<file path="src/rtl/mem_arbiter.sv">
// rtl/mem_arbiter.sv - IF/LS arbiter for the shared byte-serial memory engine
module mem_arbiter #(
    parameter int ADDR_W     = 32,
    parameter int DATA_W     = 32,
    parameter int STREAK_MAX = 4
) (
    input  logic              clk,
    input  logic              rst,
    input  logic              rdy,
    input  logic              if_valid_i,
    input  logic [ADDR_W-1:0] if_addr_i,
    input  logic              if_flush_i,
    output logic              if_ready_o,
    output logic [DATA_W-1:0] if_inst_o,
    input  logic              ls_valid_i,
    input  logic              ls_wr_i,
    input  logic [1:0]        ls_size_i,
    input  logic [ADDR_W-1:0] ls_addr_i,
    input  logic [DATA_W-1:0] ls_wdata_i,
    output logic              ls_ready_o,
    output logic [DATA_W-1:0] ls_rdata_o,
    output logic              eng_req_o,
    output logic              eng_wr_o,
    output logic [1:0]        eng_size_o,
    output logic [ADDR_W-1:0] eng_addr_o,
    output logic [DATA_W-1:0] eng_wdata_o,
    input  logic              eng_done_i,
    input  logic [DATA_W-1:0] eng_rdata_i,
    output logic              busy_o
);
    localparam int SW = $clog2(STREAK_MAX + 1);
    localparam logic [SW-1:0] STREAK_LIM = SW'(STREAK_MAX);

    typedef enum logic [1:0] {
        S_IDLE    = 2'd0,
        S_BUSY_IF = 2'd1,
        S_BUSY_LS = 2'd2,
        S_RESP    = 2'd3
    } state_t;

    state_t            r_state, w_state_nx;
    logic [SW-1:0]     r_streak, w_streak_nx;
    logic              r_drop, w_drop_nx;
    logic              r_eng_req, w_eng_req_nx;
    logic              r_eng_wr, w_eng_wr_nx;
    logic [1:0]        r_eng_size, w_eng_size_nx;
    logic [ADDR_W-1:0] r_eng_addr, w_eng_addr_nx;
    logic [DATA_W-1:0] r_eng_wdata, w_eng_wdata_nx;
    logic              r_if_ready, w_if_ready_nx;
    logic [DATA_W-1:0] r_if_inst, w_if_inst_nx;
    logic              r_ls_ready, w_ls_ready_nx;
    logic [DATA_W-1:0] r_ls_rdata, w_ls_rdata_nx;
    logic              r_busy, w_busy_nx;
    logic              w_ls_wins;

    // LS has priority until IF has been passed over STREAK_MAX times in a row
    assign w_ls_wins = ls_valid_i && !(if_valid_i && (r_streak == STREAK_LIM));

    always_comb begin
        w_state_nx     = r_state;
        w_streak_nx    = r_streak;
        w_drop_nx      = r_drop;
        w_eng_req_nx   = 1'b0;
        w_eng_wr_nx    = r_eng_wr;
        w_eng_size_nx  = r_eng_size;
        w_eng_addr_nx  = r_eng_addr;
        w_eng_wdata_nx = r_eng_wdata;
        w_if_ready_nx  = 1'b0;
        w_if_inst_nx   = r_if_inst;
        w_ls_ready_nx  = 1'b0;
        w_ls_rdata_nx  = r_ls_rdata;
        case (r_state)
            S_IDLE: begin
                if (w_ls_wins) begin
                    w_state_nx     = S_BUSY_LS;
                    w_eng_req_nx   = 1'b1;
                    w_eng_wr_nx    = ls_wr_i;
                    w_eng_size_nx  = ls_size_i;
                    w_eng_addr_nx  = ls_addr_i;
                    w_eng_wdata_nx = ls_wdata_i;
                    w_streak_nx    = !if_valid_i ? '0 :
                                     (r_streak == STREAK_LIM) ? r_streak : r_streak + SW'(1);
                end else if (if_valid_i) begin
                    w_state_nx     = S_BUSY_IF;
                    w_eng_req_nx   = 1'b1;
                    w_eng_wr_nx    = 1'b0;
                    w_eng_size_nx  = 2'd2;
                    w_eng_addr_nx  = if_addr_i;
                    w_eng_wdata_nx = '0;
                    w_streak_nx    = '0;
                end else begin
                    w_streak_nx    = '0;
                end
            end
            S_BUSY_IF: begin
                // a flushed fetch still runs to completion in the engine; only its result is dropped
                if (eng_done_i) begin
                    w_drop_nx = 1'b0;
                    if (r_drop || if_flush_i) begin
                        w_state_nx = S_IDLE;
                    end else begin
                        w_state_nx    = S_RESP;
                        w_if_ready_nx = 1'b1;
                        w_if_inst_nx  = eng_rdata_i;
                    end
                end else if (if_flush_i) begin
                    w_drop_nx = 1'b1;
                end
            end
            S_BUSY_LS: begin
                if (eng_done_i) begin
                    w_state_nx    = S_RESP;
                    w_ls_ready_nx = 1'b1;
                    if (!r_eng_wr) begin
                        w_ls_rdata_nx = eng_rdata_i;
                    end
                end
            end
            default: begin
                w_state_nx = S_IDLE;
            end
        endcase
        w_busy_nx = (w_state_nx != S_IDLE);
    end

    always_ff @(posedge clk or posedge rst) begin
        if (rst) begin
            r_state     <= S_IDLE;
            r_streak    <= '0;
            r_drop      <= 1'b0;
            r_eng_req   <= 1'b0;
            r_eng_wr    <= 1'b0;
            r_eng_size  <= 2'd0;
            r_eng_addr  <= '0;
            r_eng_wdata <= '0;
            r_if_ready  <= 1'b0;
            r_if_inst   <= '0;
            r_ls_ready  <= 1'b0;
            r_ls_rdata  <= '0;
            r_busy      <= 1'b0;
        end else if (rdy) begin
            r_state     <= w_state_nx;
            r_streak    <= w_streak_nx;
            r_drop      <= w_drop_nx;
            r_eng_req   <= w_eng_req_nx;
            r_eng_wr    <= w_eng_wr_nx;
            r_eng_size  <= w_eng_size_nx;
            r_eng_addr  <= w_eng_addr_nx;
            r_eng_wdata <= w_eng_wdata_nx;
            r_if_ready  <= w_if_ready_nx;
            r_if_inst   <= w_if_inst_nx;
            r_ls_ready  <= w_ls_ready_nx;
            r_ls_rdata  <= w_ls_rdata_nx;
            r_busy      <= w_busy_nx;
        end
    end

    assign if_ready_o  = r_if_ready;
    assign if_inst_o   = r_if_inst;
    assign ls_ready_o  = r_ls_ready;
    assign ls_rdata_o  = r_ls_rdata;
    assign eng_req_o   = r_eng_req;
    assign eng_wr_o    = r_eng_wr;
    assign eng_size_o  = r_eng_size;
    assign eng_addr_o  = r_eng_addr;
    assign eng_wdata_o = r_eng_wdata;
    assign busy_o      = r_busy;
endmodule

</file>
<file path="config.mk">
export PLATFORM = sky130hd
export DESIGN_NAME = mem_arbiter
export DESIGN_NICKNAME = d
export VERILOG_FILES = /design/src/rtl/mem_arbiter.sv
export SDC_FILE = /design/constraint.sdc
export NUM_CORES = 1
export LEC_CHECK = 0
export CELL_PAD_IN_SITES_DETAIL_PLACEMENT = 2
export CELL_PAD_IN_SITES_GLOBAL_PLACEMENT = 2
export CORE_MARGIN = 2
export CORE_UTILIZATION = 25
export DETAILED_ROUTE_END_ITERATION = 7
export PLACE_DENSITY = 0.89
export SLEW_MARGIN = 0
export SYNTH_ARGS = -nofsm -noshare
export SYNTH_HDL_FRONTEND = slang
export SYNTH_SLANG_ARGS = --single-unit
</file>
<file path="constraint.sdc">
create_clock -name clk -period 6.8 [get_ports clk]
set_input_delay 2.04 -clock clk [delete_from_list [all_inputs] [get_ports clk]]
set_output_delay 2.04 -clock clk [all_outputs]
set_load 0.02 [all_outputs]
</file>
==> metrics.md <==
| Metric | Value |
|---|---|
| First-pass GRT wire length | 29100 µm |
| RSZ-0062 raised after global routing | no |
| Share of layout cells above drive strength 1 | 15.1% |
| HPWL Detailed | 13600 µm |
| Row cnt | 54 |
| Worst-path clk slew | 0.06 ns |
| Reg power frac | 34.0% |
| Crit path largest cell delay | 0.91 ns |
| Ports | 273 |
| Max-slew violations | 0 |
| CP Capture Type | register |
| GRT Util Overall | 15.9% |
| Psw | 1.50 mW |
| Syn Area/Cell | 13.7 µm² |
| Routed len/inst | 18.9 µm |
| CP required | 7.06 ns |
| Power share of the combinational group | 43.2% |
| Hold Path Depth | 1 |
| Leak pwr | 4.03 nW |
| Finished Layout Cells | 975 |
| Die H | 154 µm |
| Flop2flop setup slack | 4.62 ns |
| Hold Vio Cnt, Final | 0 |
| Die area | 23600 µm² |
| Critical Path Start Type | input port |
| Routed Antenna Nets | 0 |
| Clk_lat worst skew | 0.41 ns |
| Setup bufs post-CTS | 0 |
| Layout Area Growth over Synthesis | 64.7% |
| Crit-path cells | clkdlybuf4s50_1 -> o21ai_4 -> buf_4 -> o21ai_0 |
| Clock Power Share | 22.9% |
| Ant. Diodes | 0 |
| Slew @ Worst Pin | 1.11 ns |
| WL final | 18500 µm |
| Final worst slack | 2.78 ns |
| Vias in the first global route | 5010 |
| TNS Setup | 0 ns |
| Sequential area share after synthesis | 63.0% |
| TritonCTS Sinks | 141 |
| Syn nets | 549 |
| Crit Path Class | in -> reg |
| Status | finished, final reports clean |
| CP arrival | 4.28 ns |
| Max-cap violation count | 0 |
| DRC Markers | 0 |
| Die Width | 154 µm |
| Final net count | 822 |
| CP Max Fanout | 56 |
| Worst reg2reg path depth | 8 |
| I/O Buffers | 272 |
| Net Sw Frac | 35.3% |
| CTS Hold Bufs | 0 |
| R2R Path Start | r_streak[0] |
| Inst Count DP | 943 |
| Pwr Density | 460 nW/µm² |
| DR vias/cell | 4.52 |
| Htree depth | 4 |
| Router iterations before antenna repair | 4 |
| FF-to-FF End | eng_wdata_o[24] |
| CP delay by family, top | compound AO/OA/AOI/OAI gates |
| GRT overflow | 0 |
| HP Start | ls_rdata_o[8] |
| Fin crit period | 4.02 ns |
| Internal power | 2.75 mW |
| Gpl congestion | 0.768 |
| DR iter-0 viols | 102 |
| Synthesis warning total | 0 |
| Worst Hold Endpoint | ls_rdata_o[8] |
| Syn Inst Count | 409 |
| Antenna violations before repair | 0 |
| Final setup fails | 0 |
| Fmax | 249 MHz |
| CORE AREA | 21900 µm² |
| Worst relative slew slack | 26.0% |
| Post-synth top area share | 63.0% |
| CTS tree | yes |
| Largest net degree at the start of global routing | 103 |
| Mapped Area | 5600 µm² |
| Top cells by area, synth | dfrtp_1 63%, mux2_2 12%, mux2i_1 5.9% |
| #FFs+latches synth | 141 |
| Vias | 4409 |
| DP Worst Slack | 2.31 ns |
| Post-CTS resize count | 0 |
| Synth unique cells | 33 |
| Hold Path Class | reg -> reg |
| Yosys top cell by area | dfrtp_1 |
| Root Driver | clkbuf_16 |
| WP buf/inv | 2 |
| Worst VDD drop | 144 µV |
| Slowest library cell on the worst path | o21ai_4 |
| Period utilisation layout | 59.1% |
| CTS Buffer Depth | 2 |
| Clock skew | 0.0101 ns |
| Initial core utilization | 25.6% |
| TritonCTS Buffers | 17 |
-- kinds of logic after synthesis --
family / after synthesis / share of synthesized area [%]
DFF: 141 / 63.0
AOI/OAI and AO/OA: 84 / 10.3
and+or+nand+nor: 50 / 4.47
muxes: 97 / 18.8
adders and majority gates: 2 / 0.447
buffers and inverters: 35 / 3.08
-- per-layer routing --
layer	up-vias	part of all wire, %	GRT usage [%]
met2	164	53	28.5
li1	2002	-	-
met4	0	0.78	3.93
met3	12	6.0	4.88
met1	2231	40	18.6
met5	-	0	0
-- sequential cells by signal, indices dropped and copies added, names as in the netlist --
signal and cells:
eng_wr_o 1, eng_req_o 1, r_state 2, ls_ready_o 1, busy_o 1, r_streak 3
eng_wdata_o 32, if_ready_o 1, if_inst_o 32, eng_size_o 2, ls_rdata_o 32, r_drop 1
eng_addr_o 32
-- through the flow --
| stage | util (%) | power, mW | instance area [µm²] | hold WS [ns] |
|---|---|---|---|---|
| 2_1_floorplan | - | 2.29 | 5600 | 0.485 |
| 3_3_place_gp | 39.3 | 3.22 | 8610 | 0.462 |
| 3_5_place_dp | 39.3 | 3.31 | 8610 | 0.474 |
| 4_1_cts | 42.2 | 4.32 | 9230 | 0.489 |
| 5_1_grt | 42.2 | 4.49 | 9230 | 0.507 |
| 6_report | 42.2 | 4.24 | 9230 | 0.486 |
-- power by group through the flow --
stage	combinational [mW]	sequential [mW]	clock [mW]
CTS	1.87	1.45	1.00
floorplan	0.432	1.85	0
global route	1.95	1.50	1.04
detailed placement	1.86	1.46	0
global placement	1.80	1.43	0
finish	1.83	1.44	0.970
-- Yosys cell counts (all sizes together) --
library cell and instances:
a2111oi 1, a21oi 1, a22o 34, a31o 1, a31oi 2, and2 1, and2b 1, buf 15
clkbuf 9, dfrtp 141, ha 2, inv 11, mux2 64, mux2i 33, nand2 36, nand2b 1
nand3 3, nand3b 1, nand4 2, nor2 2, nor2b 1, nor3b 2, o21a 1, o21ai 40
o22ai 1, o311ai 1, o31a 1, o31ai 1
-- cell usage in the layout (no fill, tap or decap), drive strengths merged, types with 2 or more instances in the layout --
master,count
nand4,2
mux2i,33
nand3,3
buf,6
nor3b,2
a22o,34
clkbuf,21
clkdlybuf4s50,272
a31oi,2
nand2,36
dfrtp,141
bufinv,3
inv,14
nor2,2
ha,2
o21ai,40
clkinv,3
mux2,64
clkinvlp,2
-- worst max path at each step --
stage,slack [ns],depth (start not counted),startpoint,end
floorplan,0.98,1,rst,busy_o
global placement,2.43,4,if_valid_i,eng_addr_o[3]
detailed placement,2.31,4,if_valid_i,eng_addr_o[23]
CTS,2.77,4,if_valid_i,eng_addr_o[23]
global route,2.59,4,if_valid_i,eng_addr_o[8]
finish,2.78,4,if_valid_i,eng_addr_o[23]
-- worst register-to-register path: stages (launching register included) --
cell and delay (ns):
dfrtp_1 0.42, inv_1 0.07, ha_1 0.14, nand3_1 0.13, nand2_2 0.17, buf_4 0.48, nor2_2 0.09, buf_4 0.26
a22o_1 0.31
-- area by class of cell --
| cell class | instances | area [µm²] |
|---|---|---|
| multi-input combinational | 233 | 1920 |
| sequential | 141 | 3530 |
| inverter | 11 | 46.3 |
| fill | 2230 | 12700 |
| timing repair buffer | 278 | 2770 |
| clock inverter | 11 | 158 |
| clock buffer | 21 | 460 |
| tap | 280 | 350 |
No activity file was read; power rests on OpenSTA's default activity.
